===== src/rtl/ext_bus_ctrl_pkg.sv =====
// Shared definitions for the external asynchronous bus engine: FSM encodings and timer sizing.
package ext_bus_ctrl_pkg;

  localparam logic [2:0] StIdle   = 3'd0;
  localparam logic [2:0] StSetup  = 3'd1;
  localparam logic [2:0] StStrobe = 3'd2;
  localparam logic [2:0] StHold   = 3'd3;
  localparam logic [2:0] StTurn   = 3'd4;

  function automatic int unsigned max4(input int unsigned a, input int unsigned b,
                                       input int unsigned c, input int unsigned d);
    int unsigned m;
    m = a;
    if (b > m) m = b;
    if (c > m) m = c;
    if (d > m) m = d;
    return m;
  endfunction

  // The timer holds at most max_cyc-1, so clog2(max_cyc) bits suffice (min 1).
  function automatic int unsigned tmr_width(input int unsigned max_cyc);
    return (max_cyc <= 2) ? 1 : $clog2(max_cyc);
  endfunction

endpackage


===== src/rtl/ext_bus_ctrl_timer.sv =====
// Load/decrement down-counter; done is high while the count is zero.
module ext_bus_ctrl_timer #(
  parameter int unsigned Width = 2
) (
  input  logic             clk,
  input  logic             reset_n,
  input  logic             load,
  input  logic [Width-1:0] load_val,
  output logic             done
);

  logic [Width-1:0] cnt_q;

  always_ff @(posedge clk) begin
    if (!reset_n) begin
      cnt_q <= '0;
    end else if (load) begin
      cnt_q <= load_val;
    end else if (cnt_q != '0) begin
      cnt_q <= cnt_q - 1'b1;
    end
  end

  assign done = (cnt_q == '0);

endmodule


===== src/rtl/ext_bus_ctrl.sv =====
// Single-beat read/write engine for an external asynchronous 8-bit device behind tri-state pads.
module ext_bus_ctrl
  import ext_bus_ctrl_pkg::*;
#(
  parameter int unsigned DATA_WIDTH = 8,
  parameter int unsigned ADDR_WIDTH = 8,
  parameter int unsigned SETUP_CYC  = 1,
  parameter int unsigned STROBE_CYC = 2,
  parameter int unsigned HOLD_CYC   = 1,
  parameter int unsigned TURN_CYC   = 1
) (
  input  logic                  clk,
  input  logic                  reset_n,
  input  logic                  req_valid,
  output logic                  req_ready,
  input  logic                  req_write,
  input  logic [ADDR_WIDTH-1:0] req_addr,
  input  logic [DATA_WIDTH-1:0] req_wdata,
  output logic                  rsp_valid,
  output logic [DATA_WIDTH-1:0] rsp_rdata,
  output logic [ADDR_WIDTH-1:0] bus_addr,
  output logic [DATA_WIDTH-1:0] bus_dout,
  output logic                  bus_t,
  input  logic [DATA_WIDTH-1:0] bus_din,
  output logic                  bus_cs_n,
  output logic                  bus_we_n,
  output logic                  bus_oe_n
);

  localparam int unsigned TimerW = tmr_width(max4(SETUP_CYC, STROBE_CYC, HOLD_CYC, TURN_CYC));

  logic [2:0]        state_q, state_d;
  logic              write_q, write_d;
  logic              accept;
  logic              active_d;
  logic              tmr_load, tmr_done;
  logic [TimerW-1:0] tmr_val;

  assign accept  = (state_q == StIdle) && req_valid;
  assign write_d = accept ? req_write : write_q;

  always_comb begin
    state_d = state_q;
    case (state_q)
      StIdle:   if (req_valid) state_d = StSetup;
      StSetup:  if (tmr_done) state_d = StStrobe;
      StStrobe: if (tmr_done) state_d = StHold;
      StHold:   if (tmr_done) state_d = write_q ? StTurn : StIdle;
      StTurn:   if (tmr_done) state_d = StIdle;
      default:  state_d = StIdle;
    endcase
  end

  // Reload the timer on every state change with the new state's cycle count minus one.
  always_comb begin
    tmr_val = '0;
    case (state_d)
      StSetup:  tmr_val = TimerW'(SETUP_CYC - 1);
      StStrobe: tmr_val = TimerW'(STROBE_CYC - 1);
      StHold:   tmr_val = TimerW'(HOLD_CYC - 1);
      StTurn:   tmr_val = TimerW'(TURN_CYC - 1);
      default:  tmr_val = '0;
    endcase
  end

  assign tmr_load = (state_d != state_q);
  assign active_d = (state_d == StSetup) || (state_d == StStrobe) || (state_d == StHold);

  ext_bus_ctrl_timer #(
    .Width(TimerW)
  ) u_timer (
    .clk     (clk),
    .reset_n (reset_n),
    .load    (tmr_load),
    .load_val(tmr_val),
    .done    (tmr_done)
  );

  // Outputs are registered from the next state so pad controls change cleanly on the edge.
  always_ff @(posedge clk) begin
    if (!reset_n) begin
      state_q   <= StIdle;
      write_q   <= 1'b0;
      req_ready <= 1'b1;
      rsp_valid <= 1'b0;
      rsp_rdata <= '0;
      bus_addr  <= '0;
      bus_dout  <= '0;
      bus_t     <= 1'b1;
      bus_cs_n  <= 1'b1;
      bus_we_n  <= 1'b1;
      bus_oe_n  <= 1'b1;
    end else begin
      state_q   <= state_d;
      write_q   <= write_d;
      req_ready <= (state_d == StIdle);
      rsp_valid <= (state_q == StHold) && tmr_done;
      bus_cs_n  <= !active_d;
      bus_t     <= !(active_d && write_d);
      bus_we_n  <= !(write_d && (state_d == StStrobe));
      bus_oe_n  <= !(!write_d && (state_d == StStrobe));
      if (accept) begin
        bus_addr <= req_addr;
        if (req_write) bus_dout <= req_wdata;
      end
      if ((state_q == StStrobe) && tmr_done && !write_q) rsp_rdata <= bus_din;
    end
  end

endmodule

===== config.mk =====
export PLATFORM = sky130hd
export DESIGN_NAME = ext_bus_ctrl
export DESIGN_NICKNAME = d
export VERILOG_FILES = /design/src/rtl/ext_bus_ctrl_pkg.sv /design/src/rtl/ext_bus_ctrl_timer.sv /design/src/rtl/ext_bus_ctrl.sv
export SDC_FILE = /design/constraint.sdc
export NUM_CORES = 1
export LEC_CHECK = 0
export ABC_AREA = 0
export CORE_MARGIN = 2
export CORE_UTILIZATION = 36
export DETAILED_ROUTE_END_ITERATION = 8
export PLACE_DENSITY = 0.78
export SLEW_MARGIN = 20
export SYNTH_ARGS = -nofsm -noshare
export SYNTH_HDL_FRONTEND = slang
export SYNTH_SLANG_ARGS = --single-unit

===== constraint.sdc =====
create_clock -name clk -period 3.7 [get_ports clk]
set_clock_uncertainty 0.1 [all_clocks]
set_input_delay 0.925 -clock clk [delete_from_list [all_inputs] [get_ports clk]]
set_output_delay 0.925 -clock clk [all_outputs]
set_load 0.02 [all_outputs]

### After elaboration in Yosys (flattened, before gate mapping)

Cells that the tools add are included.

* bits in registers: 35
* latch bits: 0
* RAM bits: 0
* bits in read-only memories: 0
* input bits: 28
* output and inout bits: 30
* word-level logic and storage cells: 51
* memories kept: 0

* add/subtract/negate cells: 1
* multipliers: 0
* div/mod/pow operators: 0
* magnitude comparators: 0
* equal/unequal tests: 8
* shifts and indexed selects: 0
* mux-type cells: 11
* bitwise logic cells: 1
* reductions and logical operators: 18

Operators by type and width (count)
* $mux 3: 6
* $pmux 3 s5: 1
* $eq 3x2->1 const B: 4
* $logic_and 1x1->1: 7
* $eq 3x1->1 const B: 2
* $logic_not 1->1: 6
* $logic_not 3->1: 2
* $mux 1: 4
* $eq 3x3->1 const B: 1
* $ne 3x3->1: 1
* $logic_or 1x1->1: 2
* $reduce_and 2->1: 1
* $not 1->1: 1
* $sub 1x1->1 const B: 1

### Longest topological paths before layout

Gate-level depths: netlist of run 1.

* depth after elaboration: 8
* gate-level depth with buffers: 5
* gate-level depth less buffers: 3

### By module

From an unflattened synthesis of run 1, not the netlist that was laid out.

* cell total of the unflattened synthesis: 157
* area, all modules: 1386.3 um2

Modules (own cells, without submodules)
* ext_bus_ctrl: times used 1, cells each 154, area each 1356.3 um2, sequential area each 680.7 um2
* ext_bus_ctrl_timer: times used 1, cells each 3, area each 30.0 um2, sequential area each 20.0 um2

### Worst setup path after synthesis of run 1

OpenSTA, ideal clock, no wires.

* path type: input to register
* start point: input req_valid
* end point: register bus_dout[0]
* setup time: 0.122 ns
* arrival time: 1.677 ns
* required time: 3.478 ns
* setup slack: 1.801 ns
* cell stages on the path: 4
* path buffers: 1
* cells stage by stage: nor4b_4 -> and2_2 -> buf_6 -> o21ai_0

* cells in the longest elaborated chain, start to end: 2

Ends and longest elaborated chain
* start, declared: line ext_bus_ctrl.sv:14 `input logic req_valid,`
* $logic_and 1x1->1: line ext_bus_ctrl.sv:39 `assign accept = (state_q == StIdle) && req_valid;`
* $reduce_and 2->1 (no source line)
* end signal, assigned: line ext_bus_ctrl.sv:104 `if (req_write) bus_dout <= req_wdata;`
* end, declared: line ext_bus_ctrl.sv:22 `output logic [DATA_WIDTH-1:0] bus_dout,`

No other way between the ends.
A chain may end at the register's enable or synchronous reset.

### Worst setup path after layout of run 1

* start point: input req_valid
* end point: register bus_we_n

* cells in the longest elaborated chain, start to end: 5
* elaborated cells on any way between the ends: 7
* classes of those cells: eq/ne: 1; mux: 3; reduce/logical: 3

Ends and longest elaborated chain
* $mux 3: line ext_bus_ctrl.sv:45 `StIdle: if (req_valid) state_d = StSetup;`
* $pmux 3 s5: line ext_bus_ctrl.sv:44 `case (state_q)`
* $eq 3x2->1: line ext_bus_ctrl.sv:100 `bus_we_n <= !(write_d && (state_d == StStrobe));`
* $logic_and 1x1->1 *: line ext_bus_ctrl.sv:100
* $logic_not 1->1 *: line ext_bus_ctrl.sv:100
* end signal, assigned: line ext_bus_ctrl.sv:100
* end, declared: line ext_bus_ctrl.sv:26 `output logic bus_we_n,`

Every way passes the cells marked *; elsewhere a longest branch is shown, timed or not.

==> results of run 1 <==
report_power, final:
part           switching (uW)  leakage (uW)  internal [uW]
Combinational            85.6      0.000400           93.8
Clock                     127     0.0000422            132
Sequential               20.9      0.000286            404
Total                     233      0.000729            630
cells by family (layout without fill, tap and decap cells):
| group | after synthesis | count (layout) |
|---|---|---|
| simple gates | 71 | 71 |
| flops | 35 | 35 |
| compound gates | 21 | 21 |
| buf+inv | 14 | 69 |
| mux | 9 | 9 |
per-layer routing:
layer	GRT usage, %	vias to the layer above
met5	0	-
met4	7.81	0
met3	6.34	4
met2	23.3	43
met1	17.6	530
li1	-	610
worst min-delay path by stage:
stage                                    from                         to  depth (start not counted)
finish              rsp_rdata[6]$_SDFFE_PN0P_  rsp_rdata[6]$_SDFFE_PN0P_                          2
global route         bus_dout[7]$_SDFFE_PN0P_   bus_dout[7]$_SDFFE_PN0P_                          2
CTS                  bus_dout[0]$_SDFFE_PN0P_   bus_dout[0]$_SDFFE_PN0P_                          2
detailed placement   bus_dout[3]$_SDFFE_PN0P_   bus_dout[3]$_SDFFE_PN0P_                          2
global placement    rsp_rdata[6]$_SDFFE_PN0P_  rsp_rdata[6]$_SDFFE_PN0P_                          2
floorplan                  write_q$_SDFF_PN0_      state_q[2]$_SDFF_PN0_                          2
metrics by stage:
stage | utilization, % | cell area [um2]
floorplan | - | 1370
global placement | 53.0 | 1940
detailed placement | 53.0 | 1940
CTS | 55.2 | 2020
global route | 55.2 | 2020
finish | 55.2 | 2020
cells in the final DEF (no fill, tap or decap), types with 3 or more instances in the layout:
master	synthesis	routed
clkdlybuf4s50_1	0	57
nor2_1	5	5
o21ai_0	9	9
clkbuf_8	0	5
nand4_1	8	8
a21boi_0	8	8
mux2i_1	9	9
nand2b_1	3	3
dfxtp_1	35	35
nand2_1	41	41
nand3b_1	3	3
critical path, stage by stage:
cell and delay, ns:
clkdlybuf4s50_1 0.52, nor4b_4 0.50, mux2i_1 0.36, nand2b_1 0.14
layout make-up:
type | instances | area (um2)
clock buffer | 7 | 76.3
inverter | 2 | 7.51
tap | 48 | 60.1
fill | 354 | 1640
timing repair buffer | 59 | 586
multi-input combinational | 101 | 587
sequential | 35 | 701
clock inverter | 1 | 5.00
flip-flops by register name, indices dropped and copies added (netlist names):
signal and count:
bus_t 1, bus_addr 8, bus_we_n 1, bus_dout 8, state_q 3, bus_cs_n 1, rsp_rdata 8, req_ready 1
rsp_valid 1, bus_oe_n 1, u_timer.cnt_q 1, write_q 1
==> flow_metrics.env, run 1 <==
export IMPL_status="completed"
export IMPL_drtIter0Drc=44
export IMPL_cts_root_buffer="clkbuf_8"
export IMPL_start_util_pct=37.3
export IMPL_reg2reg_from="state_q[1]$_SDFF_PN0_"
export IMPL_cts_tree="yes"
export IMPL_muxShareOfSynthArea_pct=6.60
export IMPL_syn_area_per_cell_um2=9.10
export IMPL_clkTransAtPathRegs_ns=0.06
export IMPL_globalplace_congestion=0.761
export IMPL_cts_setup_buffers=0
export IMPL_worst_hold_slack_ns=0.361
export IMPL_synth_cells=150
export IMPL_grt_pass1_vias=1072
export IMPL_portBuffers=57
export IMPL_die_w_um=65.6
export IMPL_nets=232
export IMPL_drt_drc_violations_left=0
export IMPL_num_rows=22
export IMPL_setup_ws_ns=1.37
export IMPL_grt_use_total_pct=15.0
export IMPL_vias_per_cell=4.69
export IMPL_hold_viol=0
export IMPL_yosys_warnings=0
export IMPL_max_clock_path_buffers=2
export IMPL_hpwl_mm=2.08
export IMPL_relSlewSlack_pct=63.3
export IMPL_synth_seq_cells=35
export IMPL_grt_pass1_wl_mm=4.83
export IMPL_yosys_area_share_simple_pct=26.7
export IMPL_wl_met1_mm=1.35
export IMPL_drt_first_pass_iters=4
export IMPL_cts_buffers=5
export IMPL_die_y_um=65.6
export IMPL_worst_endpoint_required_ns=3.82
export IMPL_reg2reg_depth=3
export IMPL_final_setup_tns_ns=0
export IMPL_p_leak_uw=0.000729
export IMPL_drive_gt1_share_pct=5.85
export IMPL_worst_ep_arrival_time_ns=2.45
export IMPL_die_area_mm2=0.00430
export IMPL_grt_antenna_before_repair=0
export IMPL_timing_final_crit_period_ns=2.33
export IMPL_synth_compound_area_share_pct=9.72
export IMPL_drv_cap=0
export IMPL_crit_path_start="req_valid"
export IMPL_r2r_end="bus_we_n$_SDFF_PN1_"
export IMPL_power_uw=864
export IMPL_h_tree_depth=2
export IMPL_fmax_ghz=0.430
export IMPL_async_flop_share_pct=0
export IMPL_hold_path_class="flip-flop to flip-flop"
export IMPL_post_drt_wl_per_cell_um=12.1
export IMPL_setup_viol=0
export IMPL_syn_nets=178
export IMPL_synth_xor_area_share_pct=0
export IMPL_synth_top_cell_by_area="dfxtp_1"
export IMPL_rsz0062_at_grt="false"
export IMPL_coreArea_mm2=0.00366
export IMPL_r2r_slack_ns=2.06
export IMPL_fin_cells=253
export IMPL_crit_end="bus_we_n$_SDFF_PN1_"
export IMPL_ir_drop_mv=0.214
export IMPL_synth_top_flop_cell="dfxtp_1"
export IMPL_synth_commonest_cells="41 x nand2_1, 35 x dfxtp_1, 9 x mux2i_1, 9 x o21ai_0"
export IMPL_end_kind="flip-flop"
export IMPL_grt_start_max_net_pins=44
export IMPL_wl_mm=3.05
export IMPL_cts_sinks=35
export IMPL_yosysMostFrequentCell="nand2_1"
export IMPL_clkLatencyLatePin_ns=0.28
export IMPL_area_delta_synth_final_pct=48.1
export IMPL_drtAntennaViolNets=0
export IMPL_wl_met3_um=264
export IMPL_post_cts_resized=0
export IMPL_ios=58
export IMPL_cts_hold_buffers=0
export IMPL_netlist_area_mm2=0.00137
export IMPL_num_antenna_cells=0
export IMPL_synth_top_family_by_area="simple AND/OR/NAND/NOR gates"
export IMPL_dp_cells=245
export IMPL_synth_seq_area_share_pct=51.3
export IMPL_synth_top_area_share_pct=51.3
export IMPL_synth_fa_ha_area_share_pct=0
export IMPL_worst_pin_slew_ns=0.548
export IMPL_start_kind="primary input"
export IMPL_wl_met2_mm=1.40
export IMPL_dp_slack_ns=1.04
export IMPL_synth_edff_count=0
export IMPL_maxUsedRoutingLayer="met4"
export IMPL_grt_overflow=0
export IMPL_synth_distinct_cells=26
export IMPL_p_per_area_mw_per_mm2=427
export IMPL_crit_fanout=9
export IMPL_num_vias=1187
export IMPL_maxSlewViolCount=0
export IMPL_min_period_over_period_pct=62.8
export IMPL_worst_setup_path_type="primary input to flip-flop"
export IMPL_netlist_top_cells_area="dfxtp_1 51%, nand2_1 11%, mux2i_1 6.6%"
(Power assumes the default switching activity.)
==> inputs of run 2 (changes only) <==
- PLACE_DENSITY: 0.78 -> 0.8
- clock period: 3.7 -> 1.95 ns (I/O delays scaled with it)
==> run 2 against run 1 <==
Total power rose by 87%. Flip-flop and latch count did not move. Clock power rose by 78%. First-iteration DRC count fell by 41%. Critical endpoint is now rsp_rdata[1]. Highest routed layer unchanged.
==> flow_metrics.env, run 2 (synthesized netlist as in run 1, its figures left out) <==
export IMPL_status="completed"
export IMPL_grt_pass1_wl_mm=4.97
export IMPL_maxSlewViolCount=0
export IMPL_cts_sinks=35
export IMPL_p_leak_uw=0.000748
export IMPL_final_common_cell="clkdlybuf4s50_1"
export IMPL_fin_util_pct=56.0
export IMPL_h_tree_depth=2
export IMPL_globalplace_congestion=0.806
export IMPL_cts_root_buffer="clkbuf_8"
export IMPL_final_cell_mix="57 x clkdlybuf4s50_1, 41 x nand2_1, 35 x dfxtp_1, 9 x o21ai_0, 9 x mux2i_1"
export IMPL_cts_hold_buffers=0
export IMPL_clkTransAtPathRegs_ns=0.06
export IMPL_die_y_um=65.6
export IMPL_grt_use_total_pct=15.2
export IMPL_setup_ws_ns=0.123
export IMPL_fillers=351
export IMPL_num_rows=22
export IMPL_final_setup_tns_ns=0
export IMPL_crit_fanout=2
export IMPL_worstPathCellList="clkdlybuf4s50_1"
export IMPL_portBuffers=57
export IMPL_fmax_ghz=0.547
export IMPL_post_cts_resized=0
export IMPL_cts_setup_buffers=0
export IMPL_rsz0062_at_grt="false"
export IMPL_num_vias=1178
export IMPL_coreArea_mm2=0.00366
export IMPL_setup_viol=0
export IMPL_hpwl_mm=2.12
export IMPL_path_delay_family="buffers and inverters"
export IMPL_wl_mm=2.82
export IMPL_relSlewSlack_pct=68.8
export IMPL_hold_path_class="flip-flop to flip-flop"
export IMPL_die_w_um=65.6
export IMPL_cts_tree="yes"
export IMPL_timing_final_crit_period_ns=1.83
export IMPL_p_per_area_mw_per_mm2=786
export IMPL_cts_buffers=5
export IMPL_min_period_over_period_pct=93.7
export IMPL_drt_first_pass_iters=4
export IMPL_num_antenna_cells=0
export IMPL_start_util_pct=37.3
export IMPL_grt_overflow=0
export IMPL_dp_cells=250
export IMPL_area_delta_synth_final_pct=50.2
export IMPL_max_clock_path_buffers=2
export IMPL_crit_path_top_delay_cell="clkdlybuf4s50_1"
export IMPL_grt_start_max_net_pins=25
export IMPL_grt_pass1_vias=1111
export IMPL_ir_drop_mv=0.440
export IMPL_worst_endpoint_required_ns=1.36
export IMPL_start_kind="flip-flop"
export IMPL_post_drt_wl_per_cell_um=11.0
export IMPL_drtIter0Drc=26
export IMPL_fin_cells=256
export IMPL_drive_gt1_share_pct=7.69
export IMPL_drv_cap=0
export IMPL_drt_drc_violations_left=0
export IMPL_vias_per_cell=4.60
export IMPL_drtAntennaViolNets=0
export IMPL_hold_viol=0
export IMPL_dp_slack_ns=-0.0997
export IMPL_worst_ep_arrival_time_ns=1.24
export IMPL_worst_pin_slew_ns=0.468
export IMPL_worst_setup_path_type="flip-flop to primary output"
export IMPL_end_kind="primary output"
export IMPL_reg_top3="bus_addr x8, bus_dout x8, rsp_rdata x8"
export IMPL_ios=58
export IMPL_power_uw=1610
export IMPL_grt_antenna_before_repair=0
export IMPL_nets=237
export IMPL_die_area_mm2=0.00430
export IMPL_slowest_delay_ns=0.62
export IMPL_cp_num_buf_inv=1
export IMPL_clkLatencyLatePin_ns=0.28
run 2: cell types whose count changed in the layout (fill, tap and decap cells not counted), sizes merged:
cell | before | now
clkinv | 1 | 0
clkbuf | 7 | 6
buf | 2 | 7
run 2: per-stage QoR:
stage                     area [um2]  hold WS (ns)
final                           2050         0.359
after detailed placement        1980         0.352
after CTS                       2050         0.362
after floorplan                 1370         0.385
after global placement          1980         0.341
after global routing            2050         0.368
run 2: cell type report:
cell class / instances / area (um2) / share of cell area [%]
multi-input combinational: 101 / 587 / 28.6
sequential: 35 / 701 / 34.2
timing repair buffer: 64 / 623 / 30.4
clock buffer: 6 / 72.6 / 3.54
tap: 48 / 60.1 / 2.93
inverter: 2 / 7.51 / 0.366
run 2: per-layer routing:
| metal | up-vias | share of wire [%] | track usage [%] |
|---|---|---|---|
| li1 | 620 | - | - |
| met1 | 510 | 45 | 18.8 |
| met2 | 41 | 45 | 23.5 |
| met3 | 7 | 6.8 | 4.62 |
| met4 | 0 | 2.2 | 8.59 |
| met5 | - | 0 | 0 |
run 2: final timing paths:
path / from / end / slack, ns / cells after the start
min reg2reg: rsp_rdata[5]$_SDFFE_PN0P_ / rsp_rdata[5]$_SDFFE_PN0P_ / 0.36 / 2
min: rsp_rdata[5]$_SDFFE_PN0P_ / rsp_rdata[5]$_SDFFE_PN0P_ / 0.36 / 2
max reg2reg: state_q[0]$_SDFF_PN0_ / bus_oe_n$_SDFF_PN1_ / 0.42 / 3
max: rsp_rdata[1]$_SDFFE_PN0P_ / rsp_rdata[1] / 0.12 / 1
run 2: power breakdown:
part           internal, uW  switching [uW]  total, uW  leakage (uW)
combinational           187             160        346      0.000425
sequential              768            38.2        806      0.000286
clock                   237             223        461     0.0000371
total                  1190             421       1610      0.000748
